==> config.mk <==
export PLATFORM = sky130hd
export DESIGN_NAME = hipercubo_control
export DESIGN_NICKNAME = d
export VERILOG_FILES = /design/src/rtl/hipercubo_pkg.sv /design/src/rtl/hipercubo_wait_cnt.sv /design/src/rtl/hipercubo_control.sv
export SDC_FILE = /design/constraint.sdc
export NUM_CORES = 1
export LEC_CHECK = 0
export CORE_AREA = 3 3 47 49
export CTS_CLUSTER_DIAMETER = 100
export DETAILED_ROUTE_END_ITERATION = 8
export DIE_AREA = 0 0 50 52
export HOLD_SLACK_MARGIN = 0.12
export PLACE_DENSITY = 0.72
export SYNTH_ARGS = -nofsm -noshare
export SYNTH_HDL_FRONTEND = slang
export SYNTH_SLANG_ARGS = --single-unit
==> constraint.sdc <==
create_clock -name CLK -period 1.8 [get_ports CLK]
set_input_delay 0.27 -clock CLK [delete_from_list [all_inputs] [get_ports CLK]]
set_output_delay 0.27 -clock CLK [all_outputs]
set_load 0.005 [all_outputs]
==> src/rtl/hipercubo_pkg.sv <==
// hipercubo_pkg: sequencer state encoding and per-state enable/select masks
// for the 2x2 hypercube multiply datapath (node index n = binary kij).
package hipercubo_pkg;

    typedef enum logic [2:0] {
        ST_IDLE,
        ST_LOAD,
        ST_UP,
        ST_BCAST,
        ST_WAIT,
        ST_CAPT,
        ST_DONE
    } state_t;

    localparam logic [7:0] EN_A_LOAD = 8'h0F;
    localparam logic [7:0] EN_B_LOAD = 8'h0F;
    localparam logic [7:0] EN_A_UP   = 8'hA0;
    localparam logic [7:0] EN_B_UP   = 8'hC0;
    localparam logic [7:0] EN_A_BC   = 8'h5A;
    localparam logic [7:0] EN_B_BC   = 8'h3C;
    localparam logic [7:0] EN_C_ALL  = 8'hFF;
    localparam logic [7:0] SEL_BC    = 8'hFF;

endpackage

==> src/rtl/hipercubo_wait_cnt.sv <==
// hipercubo_wait_cnt: clear/increment counter flagging when it sits at LAST.
module hipercubo_wait_cnt #(
    parameter int               CNT_W = 4,
    parameter logic [CNT_W-1:0] LAST  = '0
) (
    input  logic clk,
    input  logic rst,
    input  logic clr,
    input  logic inc,
    output logic tc
);

    logic [CNT_W-1:0] cnt_q, cnt_d;

    always_comb cnt_d = clr ? '0 : inc ? cnt_q + 1'b1 : cnt_q;

    always_ff @(posedge clk) begin
        if (rst) cnt_q <= '0;
        else     cnt_q <= cnt_d;
    end

    assign tc = cnt_q == LAST;

endmodule

==> src/rtl/hipercubo_control.sv <==
// hipercubo_control: Moore sequencer running one hypercube matrix multiply per
// accepted START: load, copy up, broadcast, optional settle wait, capture.
module hipercubo_control
    import hipercubo_pkg::*;
#(
    parameter int MUL_WAIT = 0,
    parameter int CNT_W    = 4
) (
    input  logic       CLK,
    input  logic       RST,
    input  logic       START,
    output logic [7:0] ENa,
    output logic [7:0] ENb,
    output logic [7:0] ENc,
    output logic [7:0] SEL,
    output logic       BUSY,
    output logic       DONE,
    output logic       VALID
);

    // With no wait configured the counter is present but never leaves zero.
    localparam logic [CNT_W-1:0] WAIT_LAST = CNT_W'(MUL_WAIT > 0 ? MUL_WAIT - 1 : 0);

    state_t state_q, state_d;
    logic   valid_q, valid_d;
    logic   wait_tc;

    hipercubo_wait_cnt #(
        .CNT_W(CNT_W),
        .LAST (WAIT_LAST)
    ) u_wait_cnt (
        .clk(CLK),
        .rst(RST),
        .clr(state_q == ST_WAIT && wait_tc),
        .inc(state_q == ST_WAIT),
        .tc (wait_tc)
    );

    always_ff @(posedge CLK) begin
        if (RST) begin
            state_q <= ST_IDLE;
            valid_q <= 1'b0;
        end else begin
            state_q <= state_d;
            valid_q <= valid_d;
        end
    end

    always_comb begin
        state_d = state_q;
        valid_d = valid_q;
        ENa     = 8'h00;
        ENb     = 8'h00;
        ENc     = 8'h00;
        SEL     = 8'h00;
        BUSY    = 1'b0;
        DONE    = 1'b0;
        case (state_q)
            ST_IDLE: begin
                state_d = START ? ST_LOAD : ST_IDLE;
                valid_d = START ? 1'b0 : valid_q;
            end
            ST_LOAD: begin
                ENa     = EN_A_LOAD;
                ENb     = EN_B_LOAD;
                BUSY    = 1'b1;
                state_d = ST_UP;
            end
            ST_UP: begin
                ENa     = EN_A_UP;
                ENb     = EN_B_UP;
                BUSY    = 1'b1;
                state_d = ST_BCAST;
            end
            ST_BCAST: begin
                ENa     = EN_A_BC;
                ENb     = EN_B_BC;
                SEL     = SEL_BC;
                BUSY    = 1'b1;
                state_d = (MUL_WAIT > 0) ? ST_WAIT : ST_CAPT;
            end
            ST_WAIT: begin
                BUSY    = 1'b1;
                state_d = wait_tc ? ST_CAPT : ST_WAIT;
            end
            ST_CAPT: begin
                // Products land at this edge, so the result is valid from DONE on.
                ENc     = EN_C_ALL;
                BUSY    = 1'b1;
                valid_d = 1'b1;
                state_d = ST_DONE;
            end
            ST_DONE: begin
                DONE    = 1'b1;
                state_d = ST_IDLE;
            end
            default: state_d = ST_IDLE;
        endcase
    end

    assign VALID = valid_q;

endmodule
; ---- Word-level counts from Yosys, hierarchy flattened
; Index checks and enable logic that the tools add are counted.
[word_totals]
register_bits = 8
in_bits = 3
output_inout_bits = 35
elab_cells = 29
[classes]
n_addsub = 1
n_eq_ne = 7
muxes = 11
n_reduce_logical = 7
[ops]
columns = operator, count
row1 = $pmux W8 S3, 2
row2 = $pmux W3 S6, 1
row3 = $mux W8, 2
row4 = $eq A3 B3 Y1 const B, 3
row5 = $eq A3 B2 Y1 const B, 2
row6 = $mux W1, 5
row7 = $reduce_or A5 Y1, 1
row8 = $add A4 B1 Y4 const B, 1
row9 = $logic_not A4 Y1, 1
row10 = $eq A3 B1 Y1 const B, 1
row11 = $logic_not A3 Y1, 1
row12 = $ne A2 B2 Y1 const B, 1
row13 = $pmux W1 S2, 1
row14 = $reduce_and A2 Y1, 1
row15 = $reduce_bool A2 Y1, 1
row16 = $reduce_or A2 Y1, 1
row17 = $logic_and A1 B1 Y1, 1

; ---- Longest topological paths before layout
; Gate-level depths: netlist of the first run.
[depth]
word_depth = 3
mapped_depth = 5
depth_no_buf = 5

; ---- Cells and area by module
; From an unflattened synthesis of the first run, not the netlist that was laid out.
[unflattened]
cells_unflattened = 80
hier_area_um2 = 681.9
[modules_own_cells]
columns = mod, instances, cells_each, area_per_inst_um2, seq_area_each_um2
row1 = hipercubo_control, 1, 59, 476.7, 80.1
row2 = hipercubo_wait_cnt, 1, 21, 205.2, 80.1

; ---- Least setup slack after synthesis of the first run
; Ideal clock, no wire load.
[synth_path]
path_kind = reg2out
from = reg state_q[0]
to = out ENc[0]
arrival_ns = 1.149
t_required_ns = 1.530
setup_slack_ns = 0.381
path_stages_with_launch = 5
path_buffers = 2
cell_sequence = dfxtp_1 buf_6 or2b_1 nor2_1 buf_4
[synth_via]
elab_chain_cells = 2
[synth_rtl]
columns = element, line
row1 = from (decl), hipercubo_control.sv:24  ; state_t state_q, state_d;
row2 = from (signal assigned), hipercubo_control.sv:44  ; state_q <= state_d;
row3 = $eq A3 B3 Y1, hipercubo_control.sv:58  ; case (state_q)
row4 = $mux W8, hipercubo_control.sv:58
row5 = to (decl), hipercubo_control.sv:14  ; output logic [7:0] ENc,
; No other way between the ends.

; ---- Worst setup path in the final report of the first run
[layout_path]
from = reg state_q[0]
to = out ENa[2]
[layout_via]
elab_chain_cells = 2
elab_cells_between_ends = 4
cone_classes = 3 x eq/ne / 1 x mux
[layout_rtl]
columns = element, line
row1 = $eq A3 B2 Y1 / $eq A3 B1 Y1 (equally long branches), hipercubo_control.sv:58
row2 = $pmux W8 S3 *, hipercubo_control.sv:58
row3 = to (decl), hipercubo_control.sv:12  ; output logic [7:0] ENa,
; Mark *: on every way between the ends. The rest lies on a longest branch, timed or not.

==> run metrics, run 1 <==
outcome=finished, final reports clean; via count=589; Yosys cell types=24; first-pass GRT wire length=2.21 mm; clock sink count=8; slowest CP cell=clkdlybuf4s50_1; htree depth=1; Post-synth EDFFs=0; CP Max Fanout=3; die height=52 um; Syn-to-layout area delta=48.4%; Slew Limit Fails=0; CP required=1.53 ns; TritonCTS clock tree=built; final core occ=0.526; total gr overflow=0; routed len/inst=11.9 um; Critical path buffers and inverters=1; drt total wl=1.60 mm; Max Cap Viol=0; Multi-input gate area=289 sq um; Int Power=0.384 mW; Die X=50 um; Period minus WS final=1.79 ns; final cell count without fillers=134; cell total after placement=125; CP cell instances=or2b_1, nor2_2, clkdlybuf4s50_1; dominant synthesized flop cell=dfxtp_1; largest net degree at the start of global routing=13; I/O pin cnt=38; DR iter-0 viols=1; sequential-to-total area share from yosys stat=0.237; CP endpoint kind=output pin; Synth Net Count=90; async set or reset register ratio after synthesis=0; synthesis-stage register bit count=8; DRC=0; Final period util=0.993; row cnt=16; drt first pass iters=3; Final Net Count=114; Worst-Margin Slew=0.301 ns; Post-Syn Instances=85; setup violators final=0; Fin. Hold Viols=0; Slew headroom=0.799; deepest clock path buffer count=2; syn avg cell area=7.93 sq um; RSZ-0062 raised after global routing=true; leading area contributor after synthesis=buf_4; CP top delay family=buffers and inverters; root buf cell=clkbuf_4; Reg power frac=0.362; highest clock rate=559 MHz; worst vdd ir=0.331 mV; Worst path depth=3; synth top area cells=buf_4 31%, dfxtp_1 24%, a21oi_1 4.5%; starting density of the core=0.355; Leak=0.505 nW; initial antenna violation count=0; Max stage delay on crit path=0.51 ns; Hold Slack=0.481 ns; IO buf count=37; Antenna diodes=0; Worst Setup Path Type=flip-flop to output pin; share of post-route cells with drive strength above 1=0.280; Power Density=526 nW/um^2; worst reg2reg path depth=5; drt via density=4.40; Clock Skew=0.00182 ns; critical path startpoint category=flip-flop; clock latency on the worst-skew pair=0.25 ns; vias in the first global route=481; Arr. time, crit path=1.52 ns; die area=2600 sq um; FILL cells=182; Reg clk slew, reported paths=0.05 ns; post-route ant nets=0; overall routing resource usage=0.112; P_sw=0.143 mW; Synth Warn #=0; CTS Hold Bufs=0; Mapped Area=674 sq um; hold path cells=2; proportion of power drawn by the clock network=0.252; Final GP Congestion=0.765; dpl hpwl=1.13 mm; switching share of power=0.271; Reg area=166 sq um; Post-DP Area=901 sq um; cts bufs inserted=3; Placeable Area=1900 sq um; combinational share of power=0.386; Synth top area share=0.312; Hold Crit Class=flip-flop to flip-flop; fin area=1000 sq um
## through the flow
| stage | setup slack [ns] | power [mW] | TNS (ns) |
|---|---|---|---|
| floorplan | 0.381 | 0.303 | 0 |
| global placement | 0.203 | 0.369 | 0 |
| detailed placement | 0.110 | 0.374 | 0 |
| CTS | 0.00204 | 0.510 | 0 |
| global route | -0.0265 | 0.563 | -0.163 |
| finish | 0.0120 | 0.527 | 0 |
## worst paths after layout
kind,start,end,slack [ns]
max reg2reg,u_wait_cnt.cnt_q[0],u_wait_cnt.cnt_q[1],0.44
min reg2reg,VALID,VALID,0.48
min,VALID,VALID,0.48
max,state_q[0],ENa[2],0.01
## synth_stat cells (2+ instances only)
cell and number:
nand2b_1 3, nor3b_1 2, nor2b_1 4, nor2_1 6, nand2_1 2, nand3_1 2, or3b_2 2, ha_1 2
a21oi_1 6, buf_4 28, dfxtp_1 8, nor3_1 2, inv_1 6, a211oi_1 2
## power by group through the flow
stage	clock [mW]	sequential, mW	combinational, mW
floorplan	0	0.193	0.110
global placement	0	0.191	0.178
detailed placement	0	0.191	0.182
CTS	0.139	0.188	0.184
global route	0.154	0.191	0.218
finish	0.133	0.191	0.203
## timing repair
item                                    CTS  global route
buffers inserted                          2             3
cloned                                    0             1
endpoints found under the setup margin   32            24
pin swaps                                 1             1
resized for setup                        19            11
## logic make-up after synthesis
| kind of cell | share of synthesized area |
|---|---|
| multiplexers | 0.0167 |
| adder cells (fa/ha/maj) | 0.0371 |
| buffers and inverters | 0.375 |
| AO/OA/AOI/OAI | 0.0983 |
| AND/OR/NAND/NOR | 0.236 |
| flip-flops | 0.237 |
## per-layer routing
layer | track usage | vias to the layer above | wire [um]
met1 | 0.107 | 266 | 611
met4 | 0.0138 | 0 | 19
met5 | 0 | - | 0
li1 | - | 300 | -
met3 | 0.0573 | 2 | 96
met2 | 0.217 | 21 | 869
## state kept, by name (all words and copies together) (netlist names)
register / flops
VALID: 1
u_wait_cnt.cnt_q: 4
state_q: 3
## layout by cell type, fill, tap and decap left out, drive strengths merged
| master | count |
|---|---|
| a211oi | 2 |
| a21oi | 6 |
| a31o | 1 |
| buf | 12 |
| clkbuf | 3 |
| clkdlybuf4s50 | 22 |
| clkinvlp | 1 |
| dfxtp | 8 |
| dlygate4sd2 | 12 |
| dlymetal6s2s | 3 |
| ha | 2 |
| inv | 6 |
| mux2 | 1 |
| nand2 | 2 |
| nand2b | 3 |
| nand3 | 2 |
| nand4 | 1 |
| nor2 | 6 |
| nor2b | 4 |
| nor3 | 2 |
| nor3b | 3 |
| o21ai | 1 |
| o31ai | 1 |
| or2b | 1 |
| or3b | 2 |
## worst reg2reg max path: stages (launching register included)
cell and delay (ns):
dfxtp_1 0.34, inv_1 0.09, ha_1 0.19, or3b_2 0.47, nand3_1 0.10, a21oi_1 0.06
## final cells by class
type | count | area share
flip-flops and latches | 8 | 0.166
inverters | 6 | 0.0250
repair inverters | 1 | 0.00750
clock buffers | 3 | 0.0225
repair buffers | 49 | 0.456
well taps | 27 | 0.0338
multi-input cells | 40 | 0.289
Power figures use the tool's default switching activity.
==> run 2: changes to the inputs <==
--- a/config.mk
+++ b/config.mk
@@ -5,12 +5,14 @@
 export SDC_FILE = /design/constraint.sdc
 export NUM_CORES = 1
 export LEC_CHECK = 0
-export CORE_AREA = 3 3 47 49
+export ABC_AREA = 0
+export CORE_AREA = 3 3 46 48
 export CTS_CLUSTER_DIAMETER = 100
 export DETAILED_ROUTE_END_ITERATION = 8
-export DIE_AREA = 0 0 50 52
+export DIE_AREA = 0 0 49 51
 export HOLD_SLACK_MARGIN = 0.12
-export PLACE_DENSITY = 0.72
+export PLACE_DENSITY = 0.75
+export SKIP_CTS_REPAIR_TIMING = 1
 export SYNTH_ARGS = -nofsm -noshare
 export SYNTH_HDL_FRONTEND = slang
 export SYNTH_SLANG_ARGS = --single-unit
==> constraint.sdc (replaced) <==
create_clock -name CLK -period 2.14 [get_ports CLK]
set_input_delay 0.321 -clock CLK [delete_from_list [all_inputs] [get_ports CLK]]
set_output_delay 0.321 -clock CLK [all_outputs]
set_load 0.005 [all_outputs]
==> run metrics, run 2 (same netlist as run 1, synthesis figures left out) <==
CP startpoint=state_q[1]; TritonCTS clock tree=built; Reg area=163 sq um (-2.3%); IO buf count=37 (unchanged); critical path startpoint category=flip-flop; Sum Neg Setup Slack=0 ns (unchanged); Final GP Congestion=0.718 (-6.2%); P_sw=0.115 mW (-20%); Int Power=0.308 mW (-20%); clock latency on the worst-skew pair=0.26 ns (about the same); root buf cell=clkbuf_4; switching share of power=0.272 (+0.000902); Worst R2R End=u_wait_cnt.cnt_q[3]; Reg clk slew, reported paths=0.06 ns (about the same); cts bufs inserted=3 (unchanged); slowest CP cell=clkdlybuf4s50_1; proportion of power drawn by the clock network=0.287 (+0.035); Period minus WS final=1.99 ns; clock sink count=8 (unchanged); Reg power frac=0.385 (+0.023); Multi-input gate area=267 sq um (-7.8%); share of post-route cells with drive strength above 1=0.137 (-0.144); dpl hpwl=1.04 mm (-7.7%); drt via density=4.43 (+0.86%); Final period util=0.932; overall routing resource usage=0.115 (+0.00294); commonest cells after routing, fill and taps aside=37 x clkdlybuf4s50_1, 6 x dfxtp_1, 6 x a21oi_1; starting density of the core=0.386 (+0.0318); initial antenna violation count=0 (unchanged); Fin. Hold Viols=0 (unchanged); Final Worst Setup Slack=0.146 ns (+0.134 ns); reg-to-reg slack, setup=0.75 ns (+0.31 ns); Worst-Margin Slew=0.390 ns (+0.0887 ns); first-pass GRT wire length=2.15 mm (-3.1%); largest register by flop count=u_wait_cnt.cnt_q; drt total wl=1.36 mm (-15%); max FFs per register=4 (unchanged); I/O pin cnt=38 (unchanged); total gr overflow=0 (unchanged); Max stage delay on crit path=0.54 ns (+0.03 ns); Slew headroom=0.739 (-0.0593); Leak=0.328 nW (-35%); RSZ-0062 raised after global routing=false; Arr. time, crit path=1.67 ns (+0.15 ns); Final Net Count=102 (-11%); DR iter-0 viols=14 (+13); DRC=0 (unchanged); setup violators final=0 (unchanged); CP Max Fanout=12 (+9); CP required=1.82 ns (+0.29 ns); Slew Limit Fails=0 (unchanged); combinational share of power=0.328 (-0.058); worst reg2reg path depth=3 (-2); pre-CTS setup slack=0.168 ns (+0.0582 ns); vias in the first global route=454 (-5.6%); highest clock rate=501 MHz; Max Cap Viol=0 (unchanged); CP endpoint kind=output pin; commonest non-fill, non-tap cell in the layout=clkdlybuf4s50_1; Syn-to-layout area delta=31.0%; Worst setup endpoint=SEL[6]; CP cell instances=nor2b_2, nand2_1, inv_2, clkdlybuf4s50_1; Power Density=478 nW/um^2 (-9.1%); deepest clock path buffer count=2 (unchanged); routed len/inst=11.4 um (-4.6%); outcome=finished, final reports clean; via count=532 (-9.7%); Die X=49 um (-2.0%); Hold Slack=0.481 ns (-0.000738 ns); Hold Crit Class=flip-flop to flip-flop; Worst R2R Start=state_q[2]; htree depth=1 (unchanged); worst vdd ir=0.240 mV (-27%); Worst Setup Path Type=flip-flop to output pin; largest net degree at the start of global routing=13 (unchanged); drt first pass iters=4 (+1); die height=51 um (-1.9%); row cnt=15 (-1); Clock Skew=0.00107 ns (-0.000748 ns); die area=2500 sq um (-3.9%); post-route ant nets=0 (unchanged); FILL cells=173 (-4.9%); Placeable Area=1750 sq um (-8.2%); total power=0.423 mW (-20%); Antenna diodes=0 (unchanged)
[run 2: cell count changes in the layout (fill, tap and decap cells not counted), sizes merged]
cell	previous run	this run
clkdlybuf4s50	22	37
buf	12	1
dlymetal6s2s	3	0
clkinvlp	1	0
dlygate4sd2	12	0
[run 2: layout make-up]
cell class,count,share of cell area
inverter,6,0.0255
sequential,8,0.184
clock buffer,3,0.0255
tap,25,0.0354
multi-input combinational,40,0.302
timing repair buffer,38,0.428
[run 2: worst min-delay path by stage]
stage / startpoint / endpoint / slack, ns / cells past startpoint
CTS: VALID / VALID / 0.49 / 2
global route: VALID / VALID / 0.53 / 2
finish: VALID / VALID / 0.48 / 2
global placement: VALID / VALID / 0.46 / 2
detailed placement: VALID / VALID / 0.47 / 2
floorplan: VALID / VALID / 0.46 / 2
[run 2: worst max-delay path: cells and delay by family, from the launching register on]
family                 cells  cell delay [ns]
buffers and inverters      2             0.69
DFF                        1             0.40
and+or+nand+nor            2             0.31
[run 2: per-stage QoR]
step	cell area (sq um)	instances	util
after global routing	883	120	0.506
after CTS	876	120	0.502
after detailed placement	853	117	0.489
after floorplan	674	85	-
final	883	120	0.506
after global placement	853	117	0.489
[run 2: routing by layer]
metal	wire length, um	track usage	vias to the layer above
met5	0	0	-
met4	47	0.0995	0
met3	96	0.0466	5
met2	672	0.172	26
met1	548	0.127	232
li1	-	-	269
[run 2: power groups by stage]
| stage | logic, mW | clock network [mW] | registers (mW) |
|---|---|---|---|
| floorplan | 0.0927 | 0 | 0.162 |
| global placement | 0.136 | 0 | 0.164 |
| detailed placement | 0.139 | 0 | 0.165 |
| CTS | 0.139 | 0.122 | 0.162 |
| global route | 0.151 | 0.134 | 0.164 |
| finish | 0.139 | 0.121 | 0.163 |
